$ cat src/rtl/cam_pkg.sv
// Shared types for the camera pixel assembler: FSM states, counter widths
// and the RGB565 pixel layout.
package cam_pkg;

  typedef enum logic {
    SKIP = 1'b0,
    RUN  = 1'b1
  } state_e;

  localparam int X_BITS = 11;
  localparam int Y_BITS = 10;

  // Field order fixes the RGB565 offsets: r at [4:0], g at [10:5], b at [15:11].
  typedef struct packed {
    logic [4:0] b;
    logic [5:0] g;
    logic [4:0] r;
  } rgb565_t;

  function automatic rgb565_t pack_pixel(input logic [7:0] first,
                                         input logic [7:0] second,
                                         input logic       swap);
    return swap ? rgb565_t'({second, first}) : rgb565_t'({first, second});
  endfunction

endpackage

$ cat src/rtl/cam_edge_det.sv
// Registers a single-bit DVP control signal and reports its rising and falling
// edges, both computed on the registered copy.
module cam_edge_det (
  input  logic clk,
  input  logic rstn,
  input  logic i_sig,
  output logic o_sig,
  output logic o_rise,
  output logic o_fall
);

  logic sig_q;
  logic prev_q;

  // NOTE: sequential state uses non-blocking (<=) so every flop samples pre-edge values.
  always_ff @(posedge clk or negedge rstn) begin
    if (!rstn) begin
      sig_q  <= 1'b0;
      prev_q <= 1'b0;
    end else begin
      sig_q  <= i_sig;
      prev_q <= sig_q;
    end
  end

  assign o_sig  = sig_q;
  assign o_rise = sig_q & ~prev_q;
  assign o_fall = ~sig_q & prev_q;

endmodule

$ cat src/rtl/cam_pixel_assembler.sv
// DVP byte stream to RGB565 pixel stream with x/y coordinates, start-up frame
// skipping and line/frame length checks. All outputs carry 2 cycles of latency.
module cam_pixel_assembler
  import cam_pkg::*;
#(
  parameter int H_ACT       = 1280,
  parameter int V_ACT       = 720,
  parameter int SKIP_FRAMES = 10,
  parameter bit BYTE_SWAP   = 1'b0
) (
  input  logic              clk,
  input  logic              rstn,
  input  logic              i_vsync,
  input  logic              i_href,
  input  logic [7:0]        i_data,
  output logic              o_vsync,
  output logic              o_href,
  output logic              o_de,
  output logic [15:0]       o_data,
  output logic [X_BITS-1:0] o_x,
  output logic [Y_BITS-1:0] o_y,
  output logic              o_line_err,
  output logic              o_frame_err
);

  localparam logic [X_BITS:0] H_ACT_L = (X_BITS+1)'(H_ACT);
  localparam logic [Y_BITS:0] V_ACT_L = (Y_BITS+1)'(V_ACT);
  localparam logic [7:0]      SKIP_L  = 8'(SKIP_FRAMES);

  logic vs_s1, vs_rise, vs_fall_unused;
  logic hr_s1, hr_rise, hr_fall;

  cam_edge_det u_vsync_det (
    .clk    (clk),
    .rstn   (rstn),
    .i_sig  (i_vsync),
    .o_sig  (vs_s1),
    .o_rise (vs_rise),
    .o_fall (vs_fall_unused)
  );

  cam_edge_det u_href_det (
    .clk    (clk),
    .rstn   (rstn),
    .i_sig  (i_href),
    .o_sig  (hr_s1),
    .o_rise (hr_rise),
    .o_fall (hr_fall)
  );

  state_e              state_q,     state_d;
  logic [7:0]          skip_cnt_q,  skip_cnt_d;
  logic [7:0]          data_s1_q;
  logic                phase_q,     phase_d;
  logic [7:0]          byte0_q,     byte0_d;
  logic [X_BITS-1:0]   x_q,         x_d;
  logic [X_BITS:0]     pix_cnt_q,   pix_cnt_d;
  logic [Y_BITS-1:0]   y_q,         y_d;
  logic [Y_BITS:0]     line_cnt_q,  line_cnt_d;
  logic                vsync_q,     vsync_d;
  logic                href_q,      href_d;
  logic                de_q,        de_d;
  rgb565_t             data_q,      data_d;
  logic [X_BITS-1:0]   ox_q,        ox_d;
  logic [Y_BITS-1:0]   oy_q,        oy_d;
  logic                line_err_q,  line_err_d;
  logic                frame_err_q, frame_err_d;

  logic            pix_done, run_d, line_bad;
  logic [Y_BITS:0] line_cnt_inc, lines_closed;

  // NOTE: every always_comb output gets a default first so no latch is inferred.
  always_comb begin
    state_d    = state_q;
    skip_cnt_d = skip_cnt_q;
    if (state_q == SKIP && vs_rise) begin
      if (skip_cnt_q == SKIP_L) state_d    = RUN;
      else                      skip_cnt_d = skip_cnt_q + 8'd1;
    end
    run_d = (state_d == RUN);

    pix_done = hr_s1 & phase_q;
    phase_d  = hr_s1 & ~phase_q;
    byte0_d  = (hr_s1 & ~phase_q) ? data_s1_q : byte0_q;

    x_d       = x_q;
    pix_cnt_d = pix_cnt_q;
    if (hr_rise) begin
      x_d       = '0;
      pix_cnt_d = '0;
    end else if (pix_done) begin
      x_d       = (x_q == '1) ? x_q : x_q + 1'b1;
      pix_cnt_d = (pix_cnt_q == '1) ? pix_cnt_q : pix_cnt_q + 1'b1;
    end

    // A line closing in the same cycle as a vsync rise still counts toward the old frame.
    line_cnt_inc = (line_cnt_q == '1) ? line_cnt_q : line_cnt_q + 1'b1;
    lines_closed = hr_fall ? line_cnt_inc : line_cnt_q;
    y_d          = y_q;
    line_cnt_d   = line_cnt_q;
    if (vs_rise) begin
      y_d        = '0;
      line_cnt_d = '0;
    end else if (hr_fall) begin
      y_d        = (y_q == '1) ? y_q : y_q + 1'b1;
      line_cnt_d = line_cnt_inc;
    end

    line_bad   = phase_q | (pix_cnt_q != H_ACT_L);
    line_err_d = vs_rise ? 1'b0 : line_err_q;
    if (state_q == RUN && hr_fall && line_bad) line_err_d = 1'b1;
    frame_err_d = (state_q == RUN) & vs_rise & (lines_closed != V_ACT_L);

    vsync_d = vs_s1 & run_d;
    href_d  = hr_s1 & run_d;
    de_d    = pix_done & run_d;
    data_d  = de_d ? pack_pixel(byte0_q, data_s1_q, BYTE_SWAP) : data_q;
    ox_d    = de_d ? x_q : ox_q;
    oy_d    = de_d ? y_q : oy_q;
  end

  // NOTE: the pixel data path is reset too, so outputs read 0 while rstn is low.
  always_ff @(posedge clk or negedge rstn) begin
    if (!rstn) begin
      state_q     <= SKIP;
      skip_cnt_q  <= '0;
      data_s1_q   <= '0;
      phase_q     <= 1'b0;
      byte0_q     <= '0;
      x_q         <= '0;
      pix_cnt_q   <= '0;
      y_q         <= '0;
      line_cnt_q  <= '0;
      vsync_q     <= 1'b0;
      href_q      <= 1'b0;
      de_q        <= 1'b0;
      data_q      <= '0;
      ox_q        <= '0;
      oy_q        <= '0;
      line_err_q  <= 1'b0;
      frame_err_q <= 1'b0;
    end else begin
      state_q     <= state_d;
      skip_cnt_q  <= skip_cnt_d;
      data_s1_q   <= i_data;
      phase_q     <= phase_d;
      byte0_q     <= byte0_d;
      x_q         <= x_d;
      pix_cnt_q   <= pix_cnt_d;
      y_q         <= y_d;
      line_cnt_q  <= line_cnt_d;
      vsync_q     <= vsync_d;
      href_q      <= href_d;
      de_q        <= de_d;
      data_q      <= data_d;
      ox_q        <= ox_d;
      oy_q        <= oy_d;
      line_err_q  <= line_err_d;
      frame_err_q <= frame_err_d;
    end
  end

  assign o_vsync     = vsync_q;
  assign o_href      = href_q;
  assign o_de        = de_q;
  assign o_data      = data_q;
  assign o_x         = ox_q;
  assign o_y         = oy_q;
  assign o_line_err  = line_err_q;
  assign o_frame_err = frame_err_q;

endmodule

$ cat config.mk
export PLATFORM = sky130hd
export DESIGN_NAME = cam_pixel_assembler
export DESIGN_NICKNAME = d
export VERILOG_FILES = /design/src/rtl/cam_pkg.sv /design/src/rtl/cam_edge_det.sv /design/src/rtl/cam_pixel_assembler.sv
export SDC_FILE = /design/constraint.sdc
export NUM_CORES = 1
export LEC_CHECK = 0
export CORE_ASPECT_RATIO = 1.2
export CORE_MARGIN = 1
export CORE_UTILIZATION = 45
export DETAILED_ROUTE_END_ITERATION = 8
export GPL_TIMING_DRIVEN = 0
export PLACE_DENSITY_LB_ADDON = 0.05
export SLEW_MARGIN = 20
export SYNTH_ARGS = -nofsm -noshare
export SYNTH_HDL_FRONTEND = slang
export SYNTH_SLANG_ARGS = --single-unit
$ cat constraint.sdc
create_clock -name clk -period 1.9 [get_ports clk]
set_clock_uncertainty 0.2 [all_clocks]
set_input_delay 0.19 -clock clk [delete_from_list [all_inputs] [get_ports clk]]
set_output_delay 0.19 -clock clk [all_outputs]
set_load 0.1 [all_outputs]
# Word level (Yosys, flattened, before mapping)
# Index checks and enable logic that the tools add are counted.
# W data, S select, Z words.
[word_totals] register_bits=116 output_inout_bits=42
[classes] addsub=5 n_eq_ne=10 n_mux=16 bitwise_logic=17 n_reduce_logical=10
[op_table] cell="$mux W11" count=6
[op_table] cell="$mux W12" count=3
[op_table] cell="$mux W10" count=3
[op_table] cell="$add A11 B1 Y11 const B" count=2
[op_table] cell="$eq A11 B11 Y1 const B" count=2
[op_table] cell="$add A12 B1 Y12 const B" count=1
[op_table] cell="$eq A12 B12 Y1 const B" count=1
[op_table] cell="$ne A12 B11 Y1 const B" count=1
[op_table] cell="$ne A11 B10 Y1 const B" count=1
[op_table] cell="$add A10 B1 Y10 const B" count=1
[op_table] cell="$and A1 B1 Y1" count=10
[op_table] cell="$eq A10 B10 Y1 const B" count=1
[op_table] cell="$add A8 B1 Y8 const B" count=1
[op_table] cell="$eq A8 B4 Y1 const B" count=1
[op_table] cell="$reduce_and A2 Y1" count=4
[op_table] cell="$ne A2 B2 Y1 const B" count=3
[op_table] cell="$not A1 Y1" count=6
[op_table] cell="$reduce_bool A2 Y1" count=3
[op_table] cell="$mux W1" count=4
[op_table] cell="$logic_and A1 B1 Y1" count=3
[op_table] cell="$or A1 B1 Y1" count=1

# Logic depth before layout (Yosys ltp)
# Gate-level depths: netlist of run 1.
[depth] ltp_word=5 depth_mapped=9 depth_no_buf=7

# Cells and area by module
# A second synthesis of run 1 with hierarchy kept.
[unflattened] cells_unflattened=435 hier_area_um2=5203.7
[by_module_without_submodules] mod="cam_pixel_assembler" instances=1 cells_per_inst=427 area_each_um2=5073.6 seq_area_each_um2=2802.7
[by_module_without_submodules] mod="cam_edge_det" instances=2 cells_per_inst=4 area_each_um2=65.1 seq_area_each_um2=50.0

# Least setup slack after synthesis of run 1
# Ideal clock, no wire load.
[synth_path] path_type="flip-flop to flip-flop" start="register skip_cnt_q[0]" end="register data_q, in the netlist o_data[10]" setup_ns=0.128 arrival_ns=1.821 setup_slack_ns=-0.249 stages_incl_launch_ff=10 path_buffers=2 synth_period_minus_slack_ns=2.149 path_cell_list="dfrtp_1 > inv_1 > ha_1 > nand4bb_1 > nor4_2 > a21oi_1 > nor2_1 > buf_4 > buf_4 > mux2_1"
[synth_via] elab_chain_cells=4
[synth_rtl] item="start: declaration" line="cam_pixel_assembler.sv:52" text="logic [7:0] skip_cnt_q, skip_cnt_d;"
[synth_rtl] item="start signal: assignment" line="cam_pixel_assembler.sv:144" text="skip_cnt_q <= skip_cnt_d;"
[synth_rtl] item="$eq A8 B4 Y1" line="cam_pixel_assembler.sv:77" text="if (skip_cnt_q == SKIP_L) state_d = RUN;"
[synth_rtl] item="$mux W1" line="cam_pixel_assembler.sv:77"
[synth_rtl] item="$mux W1" line="cam_pixel_assembler.sv:76" text="if (state_q == SKIP && vs_rise) begin"
[synth_rtl] item="$and A1 B1 Y1" line="cam_pixel_assembler.sv:116" text="de_d = pix_done & run_d;"
[synth_rtl] item="end signal: assignment" line="cam_pixel_assembler.sv:155" text="data_q <= data_d;"
[synth_rtl] item="end: declaration" line="cam_pixel_assembler.sv:63" text="rgb565_t data_q, data_d;"
# Every way passes these cells.
# A chain may end at the register's enable or synchronous reset.

# Worst setup path in the final report of run 1
[layout_path] start="register skip_cnt_q[0]" end="register data_q, in the netlist o_data[14]"
# Same word-level chain as after synthesis.

==> results.tsv, run 1 <==
metric	value	unit
status	finished, violations left	
violations	setup timing	
timing.final.crit_share	115	%
clock.fmax	456	MHz
netlist_area	5120	µm²
arrival	2280	ps
ir_drop	1.41	mV
drt_iter0_drc	149	
dp.cells	619	
tns	-10370	ps
routedWlPerCell	17.2	µm
fin_cells	685	
finalHoldViolations	0	
dieArea	11800	µm²
cts_buffers	17	
final_nets	560	
wl	11.8	mm
drc	0	
area.growth.synth_to_final	42.8	%
r2r_start	skip_cnt_q[0]	
grt_pass1_vias	3886	
core_area	11000	µm²
reg2reg_to	o_data[14]	
report.final.slew_viol_count	0	
clock_sinks	116	
yosys-top-cells-area	dfrtp_1 57%, mux2_1 8.1%, xnor2_1 4.1%	
crit_type	flip-flop to flip-flop	
yosys.area.top_type_share	56.7	%
synth_top_flop_cell	dfrtp_1	
gp_congestion	0.872	
port_buffers	53	
grt_antenna_before_repair	0	
overflow	0	
h-tree-depth	4	
track_usage	20.6	%
clockRootBuffer	clkbuf_16	
p_leak	3.22	nW
start_kind	flip-flop	
start_util	46.4	%
p_per_area	1290	nW/µm²
synthCells	433	
layout_commonest_cell	dfrtp_1	
syn_avg_cell_area	11.8	µm²
worst_pin_slew	586	ps
maxCapViolations	0	
relSlewSlack	60.9	%
place_ws	-581	ps
rows	42	
finish.utilization	66.2	%
reg2reg_slack	-290	ps
nFillCells	824	
clk_pin_slew	50	ps
yosysTopAreaCell	dfrtp_1	
ys_warn_count	0	
hold_path.startpoint	i_data[4]	
final_area	7310	µm²
synth-edff-count	0	
async_flop_share	100	%
dp_hpwl	7.11	mm
hp-class	primary input to flip-flop	
grt_start_max_net_pins	64	
rsz0062_at_grt	true	
cp.required	1990	ps
synth_nets	452	
setup_viol	39	
critical_path.max_fanout	5	
period_needed	2190	ps
avgViaCountPerCell	5.49	
grt_pass1_wl	18.7	mm
whs	18.6	ps
clk_latency	410	ps
io_pins	54	
num_antenna_cells	0	
die_h	119	µm
totalPowerFinal	9.43	mW
synth.distinct_cells	52	
ys_seq_elements	116	
mostFrequentLayoutCells	107 x dfrtp_1, 42 x clkdlybuf4s15_2, 37 x nor2_1	
cts_buffer_depth	2	
placed_area	5940	µm²
drive_gt1_share	37.6	%
end_kind	flip-flop	
via_count	3762	
first_pass_iters	4	
cts_tree	built	
setup_ws	-293	ps
ant_nets	0	
ff2ff_path_depth	9	
die_w	99.4	µm
holdPathStages	1	
yosysSeqAreaShare	56.7	%
holdPathEnd	data_s1_q[4]	
==> area by class of cell <==
cell class	count	area, µm²	area share, %
sequential	116	2910	39.9
timing repair buffer	92	992	13.6
buffer	15	124	1.69
clock buffer	20	447	6.11
inverter	10	37.5	0.513
clock inverter	11	135	1.85
multi-input combinational	289	2500	34.1
tap	132	165	2.26
==> power by group <==
| group | leakage, nW | switching [mW] | internal (mW) |
|---|---|---|---|
| logic | 1.41 | 2.20 | 0.951 |
| registers | 1.52 | 0.284 | 2.85 |
| clock network | 0.285 | 1.08 | 2.07 |
==> Yosys cell counts, drive strengths merged, types with 5 or more instances <==
master	instances
a21oi	9
a31oi	5
and3	6
and4	6
buf	9
clkbuf	9
dfrtp	116
ha	7
inv	10
mux2	45
mux2i	6
nand2	27
nand2b	5
nand3	16
nand4	12
nor2	38
nor2b	5
nor3	9
nor4	8
o21ai	12
or3	6
xnor2	24
xor2	9
==> cells by family (layout without fill, tap and decap cells) <==
logic type                 Yosys count  after routing  synth area share [%]
and+or+nand+nor                    153            153                  16.4
AOI/OAI and AO/OA                   45             45                  5.96
muxes                               51             51                  11.1
adders and majority gates            7              7                  1.71
buffers and inverters               28            148                  2.49
xor gates and xnor gates            33             33                  5.65
DFF                                116            116                  56.7
==> registers in the layout, indices dropped and copies added, names as in the netlist, 10 cells and up <==
register and count:
o_x 11, y_q 10, o_data 16, x_q 11, line_cnt_q 11, o_y 10, pix_cnt_q 12
==> what timing repair did <==
item	4_1_cts	5_1_grt
buffers inserted	17	16
hold endpoints to repair	62	0
gates resized for setup	186	39
hold buffers	1	0
endpoints found under the setup margin	114	78
cloned	1	3
pin swaps	9	21
==> worst max path at each step <==
stage	start	endpoint	slack (ps)	cells past startpoint
after detailed placement	skip_cnt_q[0]	o_y[8]	-580	9
after global routing	skip_cnt_q[0]	o_data[14]	-370	9
after floorplan	skip_cnt_q[0]	o_data[10]	-220	9
final	skip_cnt_q[0]	o_data[14]	-290	9
after global placement	rstn	o_data[0]	-4160	1
after CTS	skip_cnt_q[0]	o_y[3]	-450	9
==> critical path: stages (launching register included) <==
cell and delay (ps):
dfrtp_1 390, inv_2 80, ha_4 110, nand4bb_1 140, nor4_4 260, a21oi_4 130, nor2_4 150, buf_8 160
clkbuf_16 160, mux2_4 290
==> per-layer routing <==
layer	part of all wire (%)	track usage [%]	routed length [µm]
met4	2.1	10.6	249
met5	0	0	0
met3	4.3	5.69	510
met2	50	33.0	5900
met1	43	25.4	5100
No activity file was read; power rests on OpenSTA's default activity.
==> run 2, diff against run 1 <==
--- a/config.mk
+++ b/config.mk
@@ -5,6 +5,7 @@
 export SDC_FILE = /design/constraint.sdc
 export NUM_CORES = 1
 export LEC_CHECK = 0
+export CAP_MARGIN = 20
 export CORE_ASPECT_RATIO = 1.2
 export CORE_MARGIN = 1
 export CORE_UTILIZATION = 45
==> results of run 2 <==
No change in the layout: final DEF, timing and power equal those of run 1.
